--- src/rtl/tcam_pkg.sv ---
// tcam_pkg: shared FSM state encoding, TCAM entry field layout helpers and clog2
// for the TCAM lookup controller.
package tcam_pkg;

    typedef enum logic [1:0] {IDLE, SCAN, DRAIN, RESULT} state_e;

    function automatic int clog2(input int n);
        int r = 0;
        while ((1 << r) < n) r++;
        return r;
    endfunction

    // Entry layout is {valid, mask[KW-1:0], value[KW-1:0]}.
    function automatic int valid_bit(input int kw);
        return 2 * kw;
    endfunction

    function automatic int mask_msb(input int kw);
        return 2 * kw - 1;
    endfunction

    function automatic int mask_lsb(input int kw);
        return kw;
    endfunction

    function automatic int value_msb(input int kw);
        return kw - 1;
    endfunction

endpackage

--- src/rtl/tcam_entry_match.sv ---
// tcam_entry_match: combinational ternary match of one entry against a key;
// a mask bit of 1 means the corresponding key bit is compared.
module tcam_entry_match
    import tcam_pkg::*;
#(
    parameter int KEY_WIDTH = 32
) (
    input  logic [2*KEY_WIDTH:0]  entry_i,
    input  logic [KEY_WIDTH-1:0]  key_i,
    output logic                  match_o
);
    localparam int VB   = valid_bit(KEY_WIDTH);
    localparam int MMSB = mask_msb(KEY_WIDTH);
    localparam int MLSB = mask_lsb(KEY_WIDTH);
    localparam int VMSB = value_msb(KEY_WIDTH);

    assign match_o = entry_i[VB] && (((key_i ^ entry_i[VMSB:0]) & entry_i[MMSB:MLSB]) == '0);
endmodule

--- src/rtl/tcam_lookup_ctrl.sv ---
// tcam_lookup_ctrl: scans a TCAM table held in two RAM channels (even/odd entries) and
// reports the lowest matching index. Define TCAM_LKUP_EARLY_EXIT_EN to stop at the first hit pair.
module tcam_lookup_ctrl
    import tcam_pkg::*;
#(
    parameter int KEY_WIDTH  = 32,
    parameter int ENTRY_NUM  = 16,
    parameter int RD_LATENCY = 1,
    localparam int AW = clog2(ENTRY_NUM),
    localparam int EW = 2 * KEY_WIDTH + 1
) (
    input  logic                 clk,
    input  logic                 rst_n,
    input  logic                 key_valid,
    input  logic [KEY_WIDTH-1:0] key,
    output logic                 key_ready,
    output logic                 rd_en_b,
    output logic                 rd_en_c,
    output logic [AW-1:0]        rd_addr_b,
    output logic [AW-1:0]        rd_addr_c,
    output logic                 regce_b,
    output logic                 regce_c,
    input  logic [EW-1:0]        rd_data_b,
    input  logic [EW-1:0]        rd_data_c,
    output logic                 res_valid,
    input  logic                 res_ready,
    output logic                 res_hit,
    output logic [AW-1:0]        res_index
);
    state_e                state_q, state_d;
    logic [KEY_WIDTH-1:0]  key_q, key_d;
    logic [AW-1:0]         iss_q, iss_d;
    logic [AW-1:0]         cmp_q, cmp_d;
    logic [AW-1:0]         idx_q, idx_d;
    logic                  hit_q, hit_d;
    logic [RD_LATENCY-1:0] pipe_q, pipe_d;
    logic [1:0]            drn_q, drn_d;
    logic                  match_b, match_c, cmp_v, scan;

    tcam_entry_match #(.KEY_WIDTH(KEY_WIDTH)) u_match_b (
        .entry_i (rd_data_b),
        .key_i   (key_q),
        .match_o (match_b)
    );

    tcam_entry_match #(.KEY_WIDTH(KEY_WIDTH)) u_match_c (
        .entry_i (rd_data_c),
        .key_i   (key_q),
        .match_o (match_c)
    );

    assign scan  = state_q == SCAN;
    // pipe_q[RD_LATENCY-1] marks the cycle the data for an issued pair is on rd_data_*
    assign cmp_v = pipe_q[RD_LATENCY-1] && (scan || state_q == DRAIN);

    always_comb begin
        state_d = state_q;
        key_d   = key_q;
        iss_d   = iss_q;
        cmp_d   = cmp_q;
        idx_d   = idx_q;
        hit_d   = hit_q;
        drn_d   = drn_q;
        pipe_d  = (pipe_q << 1) | RD_LATENCY'(scan);
        if (state_q == IDLE && key_valid) begin
            state_d = SCAN;
            key_d   = key;
            iss_d   = '0;
            cmp_d   = '0;
            idx_d   = '0;
            hit_d   = 1'b0;
        end
        if (scan) begin
            iss_d = iss_q + 1'b1;
            if (iss_q == AW'(ENTRY_NUM / 2 - 1)) begin
                state_d = DRAIN;
                drn_d   = '0;
            end
        end
        if (state_q == DRAIN) begin
            drn_d = drn_q + 1'b1;
            if (drn_q == 2'(RD_LATENCY - 1)) state_d = RESULT;
        end
        if (cmp_v) begin
            cmp_d = cmp_q + 1'b1;
            if (!hit_q && (match_b || match_c)) begin
                hit_d = 1'b1;
                idx_d = match_b ? (cmp_q << 1) : ((cmp_q << 1) | AW'(1));
`ifdef TCAM_LKUP_EARLY_EXIT_EN
                state_d = RESULT;
                pipe_d  = '0;
`endif
            end
        end
        if (state_q == RESULT && res_ready) state_d = IDLE;
    end

    always_ff @(posedge clk or negedge rst_n) begin
        if (!rst_n) begin
            state_q <= IDLE;
            key_q   <= '0;
            iss_q   <= '0;
            cmp_q   <= '0;
            idx_q   <= '0;
            hit_q   <= 1'b0;
            pipe_q  <= '0;
            drn_q   <= '0;
        end else begin
            state_q <= state_d;
            key_q   <= key_d;
            iss_q   <= iss_d;
            cmp_q   <= cmp_d;
            idx_q   <= idx_d;
            hit_q   <= hit_d;
            pipe_q  <= pipe_d;
            drn_q   <= drn_d;
        end
    end

    assign key_ready = state_q == IDLE;
    assign rd_en_b   = scan;
    assign rd_en_c   = scan;
    assign rd_addr_b = scan ? (iss_q << 1) : '0;
    assign rd_addr_c = scan ? ((iss_q << 1) | AW'(1)) : '0;
    assign regce_b   = 1'b1;
    assign regce_c   = 1'b1;
    assign res_valid = state_q == RESULT;
    assign res_hit   = res_valid && hit_q;
    assign res_index = res_valid ? idx_q : '0;
endmodule
--- config.mk ---
export PLATFORM = sky130hd
export DESIGN_NAME = tcam_lookup_ctrl
export DESIGN_NICKNAME = d
export VERILOG_FILES = /design/src/rtl/tcam_pkg.sv /design/src/rtl/tcam_entry_match.sv /design/src/rtl/tcam_lookup_ctrl.sv
export SDC_FILE = /design/constraint.sdc
export NUM_CORES = 1
export LEC_CHECK = 0
export ABC_CLOCK_PERIOD_IN_PS = 2250
export CELL_PAD_IN_SITES_DETAIL_PLACEMENT = 1
export CELL_PAD_IN_SITES_GLOBAL_PLACEMENT = 1
export CORE_MARGIN = 4
export CORE_UTILIZATION = 27
export CTS_CLUSTER_SIZE = 8
export DETAILED_ROUTE_END_ITERATION = 12
export PLACE_DENSITY_LB_ADDON = 0.1
export SLEW_MARGIN = 20
export SYNTH_ARGS = -nofsm -noshare
export SYNTH_HDL_FRONTEND = slang
export SYNTH_SLANG_ARGS = --single-unit
--- constraint.sdc ---
create_clock -name clk -period 2.25 [get_ports clk]
set_input_delay 0.225 -clock clk [delete_from_list [all_inputs] [get_ports clk]]
set_output_delay 0.225 -clock clk [all_outputs]
set_load 0.01 [all_outputs]
==> metrics.txt <==
area of the core=10,800 um^2; top cells by count, synth=65 x xor2_1, 49 x dfrtp_1, 32 x mux2_2, 22 x a22oi_1, 17 x nand2_1; Int Pwr=2.83 mW; relative slew slack=0.579; fmax=0.476 GHz; Syn Inst Count=271; Final #Nets=624; Post-route DRC=0; via count=2,735; largest area contributor in the netlist=dfrtp_1; worst skew pair latency=310 ps; I/O pin total=185; drt via density=4.62; r2r endpoint=idx_q[3]; global placement routability congestion=0.807; Net Sw Frac=0.380; Clock Power Share=0.124; period utilization=0.933; DRT antenna net count=0; FF+latch count, synth=49; Post-Syn Area=3000 um^2; Psw=1.73 mW; Flop pwr share=0.377; Die ar.=12,800 um^2; R2R Setup Slk=160 ps; CP max FO=16; Root Driver=clkbuf_8; Post-DP HPWL=9400 um; Worst R2R Path Depth=8; register area share after synthesis=0.409; H-tree depth=2; GRT overflow=0; drt wl/cell=18.5 um; CP Launch Type=flop; Req. time, crit path=2030 ps; Die Ht=113 um; Post-synth EDFFs=0; slowest stage delay, CP=560 ps; Finished Core Util=0.468; pwr/cell area=899 nW/um^2; WP buf/inv=2; worst path arrival time=1870 ps; area growth from synthesis to layout=69.3%; initial antenna violation count=0; DRT Pass-1 Iters=4; most common cell in the netlist=xor2_1; CTS buffer count=5; Worst setup EP type=output pin; min cycle time layout=2100 ps; crit-path cells=inv_1, ha_4, and2_1, clkdlybuf4s50_1; Hold Path Class=in -> async; pin count of the biggest net entering global routing=32; GR Util met2=0.326; vias in the first global route=3,130; number of synthesis warnings=0; maximum vdd drop=373 uV; worst r2r src=state_q[1]; clock sinks=49; max-cap viol count=0; status=completed; met1 Usage GRT=0.190; first-pass GRT wire length=16,900 um; async set-reset flop share out of synthesis=1.00; GRT Util Overall=0.173; Yosys cell types=28; Die X=113 um; Final Hold Vio Count=0; Clock Tree Buf Depth=2; Mean Syn Cell Area=11.1 um^2; Clock Skew=6.80 ps; PortBufs=181; Yosys top cell area share=0.409; critical path class=reg -> out; Crit-path slowest cell=clkdlybuf4s50_1; gr busiest metal=met2; Static Leakage=2.14 nW; Fillers=1,207; RSZ-0062 raised after global routing=true; DRT Wirelength=10,900 um; layout cells sized above 1=0.117; CTS tree=yes; Slew Viols, Final=0; TNS Setup=0 ps; Worst-Margin Slew=631 ps; First DRT Iteration DRCs=62; count of final setup violators=0; Synth Flop Type=dfrtp_1; family with the most delay on the worst path=buffers and inverters; met3 GRT Util=0.0551; Initial Util=0.276; Gate power share=0.498; Clock Pin Slew Worst Setup and Hold Paths=100 ps; # rows=38; antenna diode count=0; top cells by area, synth=dfrtp_1 41%, xor2_1 19%, mux2_2 12%
-- registers in the layout, summed over array words and instances, names as in the netlist --
signal / count
cmp_q: 3
pipe_q: 1
drn_q: 2
state_q: 2
hit_q: 1
idx_q: 4
iss_q: 4
key_q: 32
-- worst max-delay path by stage --
stage,startpoint,to,slack [ps],cells past startpoint
after floorplan,state_q[1],idx_q[1],460,8
after global placement,state_q[0],idx_q[3],160,8
after detailed placement,state_q[1],idx_q[3],60,8
after CTS,state_q[0],idx_q[3],10,8
after global routing,state_q[1],idx_q[1],-8,8
final,state_q[1],rd_addr_b[1],150,4
-- metrics by stage --
stage	hold slack [ps]	total power, mW	cells	worst slack (ps)	cell area [um^2]
3_3_place_gp	277	3.94	583	161	4940
5_1_grt	509	4.96	592	-8.02	5070
4_1_cts	478	4.61	592	14.7	5050
3_5_place_dp	280	4.02	583	58.3	4940
2_1_floorplan	-70.6	3.07	272	463	3000
6_report	465	4.56	592	150	5070
-- power groups by stage --
stage	clock, mW	combinational [mW]	sequential [mW]
2_1_floorplan	0	1.45	1.61
3_3_place_gp	0	2.21	1.73
3_5_place_dp	0	2.27	1.74
4_1_cts	0.589	2.29	1.73
5_1_grt	0.630	2.53	1.79
6_report	0.567	2.27	1.72
-- metal layers --
layer  wire (um)  up-vias
met1        4080     1304
met3         872        7
met5           0        -
met2        5900      110
li1            -     1314
met4          87        0
-- worst register-to-register path: cells and delay by family (launching register included) --
kind                     cells  cell delay (ps)
AND/OR/NAND/NOR              3              460
AO/OA/AOI/OAI                2              450
flip-flops                   1              420
adder cells (fa/ha/maj)      1              390
multiplexers                 1              150
buffers and inverters        1              110
-- final cells by class --
class,instances,area [um^2],area share
timing repair buffer,185,1850,0.365
inverter,7,26.3,0.00518
sequential,49,1230,0.242
tap,140,175,0.0345
clock inverter,2,13.8,0.00271
multi-input combinational,203,1700,0.334
clock buffer,6,82.6,0.0163
-- cells in the final DEF, fill, tap and decap left out, drive strengths merged --
cell type        n
nor2             1
a222oi           3
a22o             4
inv              7
clkdlybuf4s50  180
clkbuf           6
nor3             2
a211oi           2
xnor2            2
and3             2
mux2            32
and2             8
nand3            5
xor2            65
o21ai            7
dfrtp           49
ha               7
nand4            6
a21oi            4
conb             3
a22oi           23
buf              4
a221oi           4
dlygate4sd3      1
mux2i            4
clkinv           2
nand2           18
a32o             1
-- repair_timing --
| item | in CTS | in global routing |
|---|---|---|
| pin swaps | 0 | 3 |
| resized for setup | 1 | 4 |
| endpoints found under the setup margin | 6 | 9 |
| endpoints found under the hold margin | 24 | 0 |
| hold buffers | 1 | 0 |
| setup buffers | 0 | 0 |
-- cells by family after synthesis --
logic type,synth area share
AOI/OAI and AO/OA,0.121
xor gates and xnor gates,0.196
adders and majority gates,0.0292
buffers and inverters,0.0351
DFF,0.409
muxes,0.134
other,0.00251
and+or+nand+nor,0.0731
Note: power is estimated with default switching activity, not from simulation.
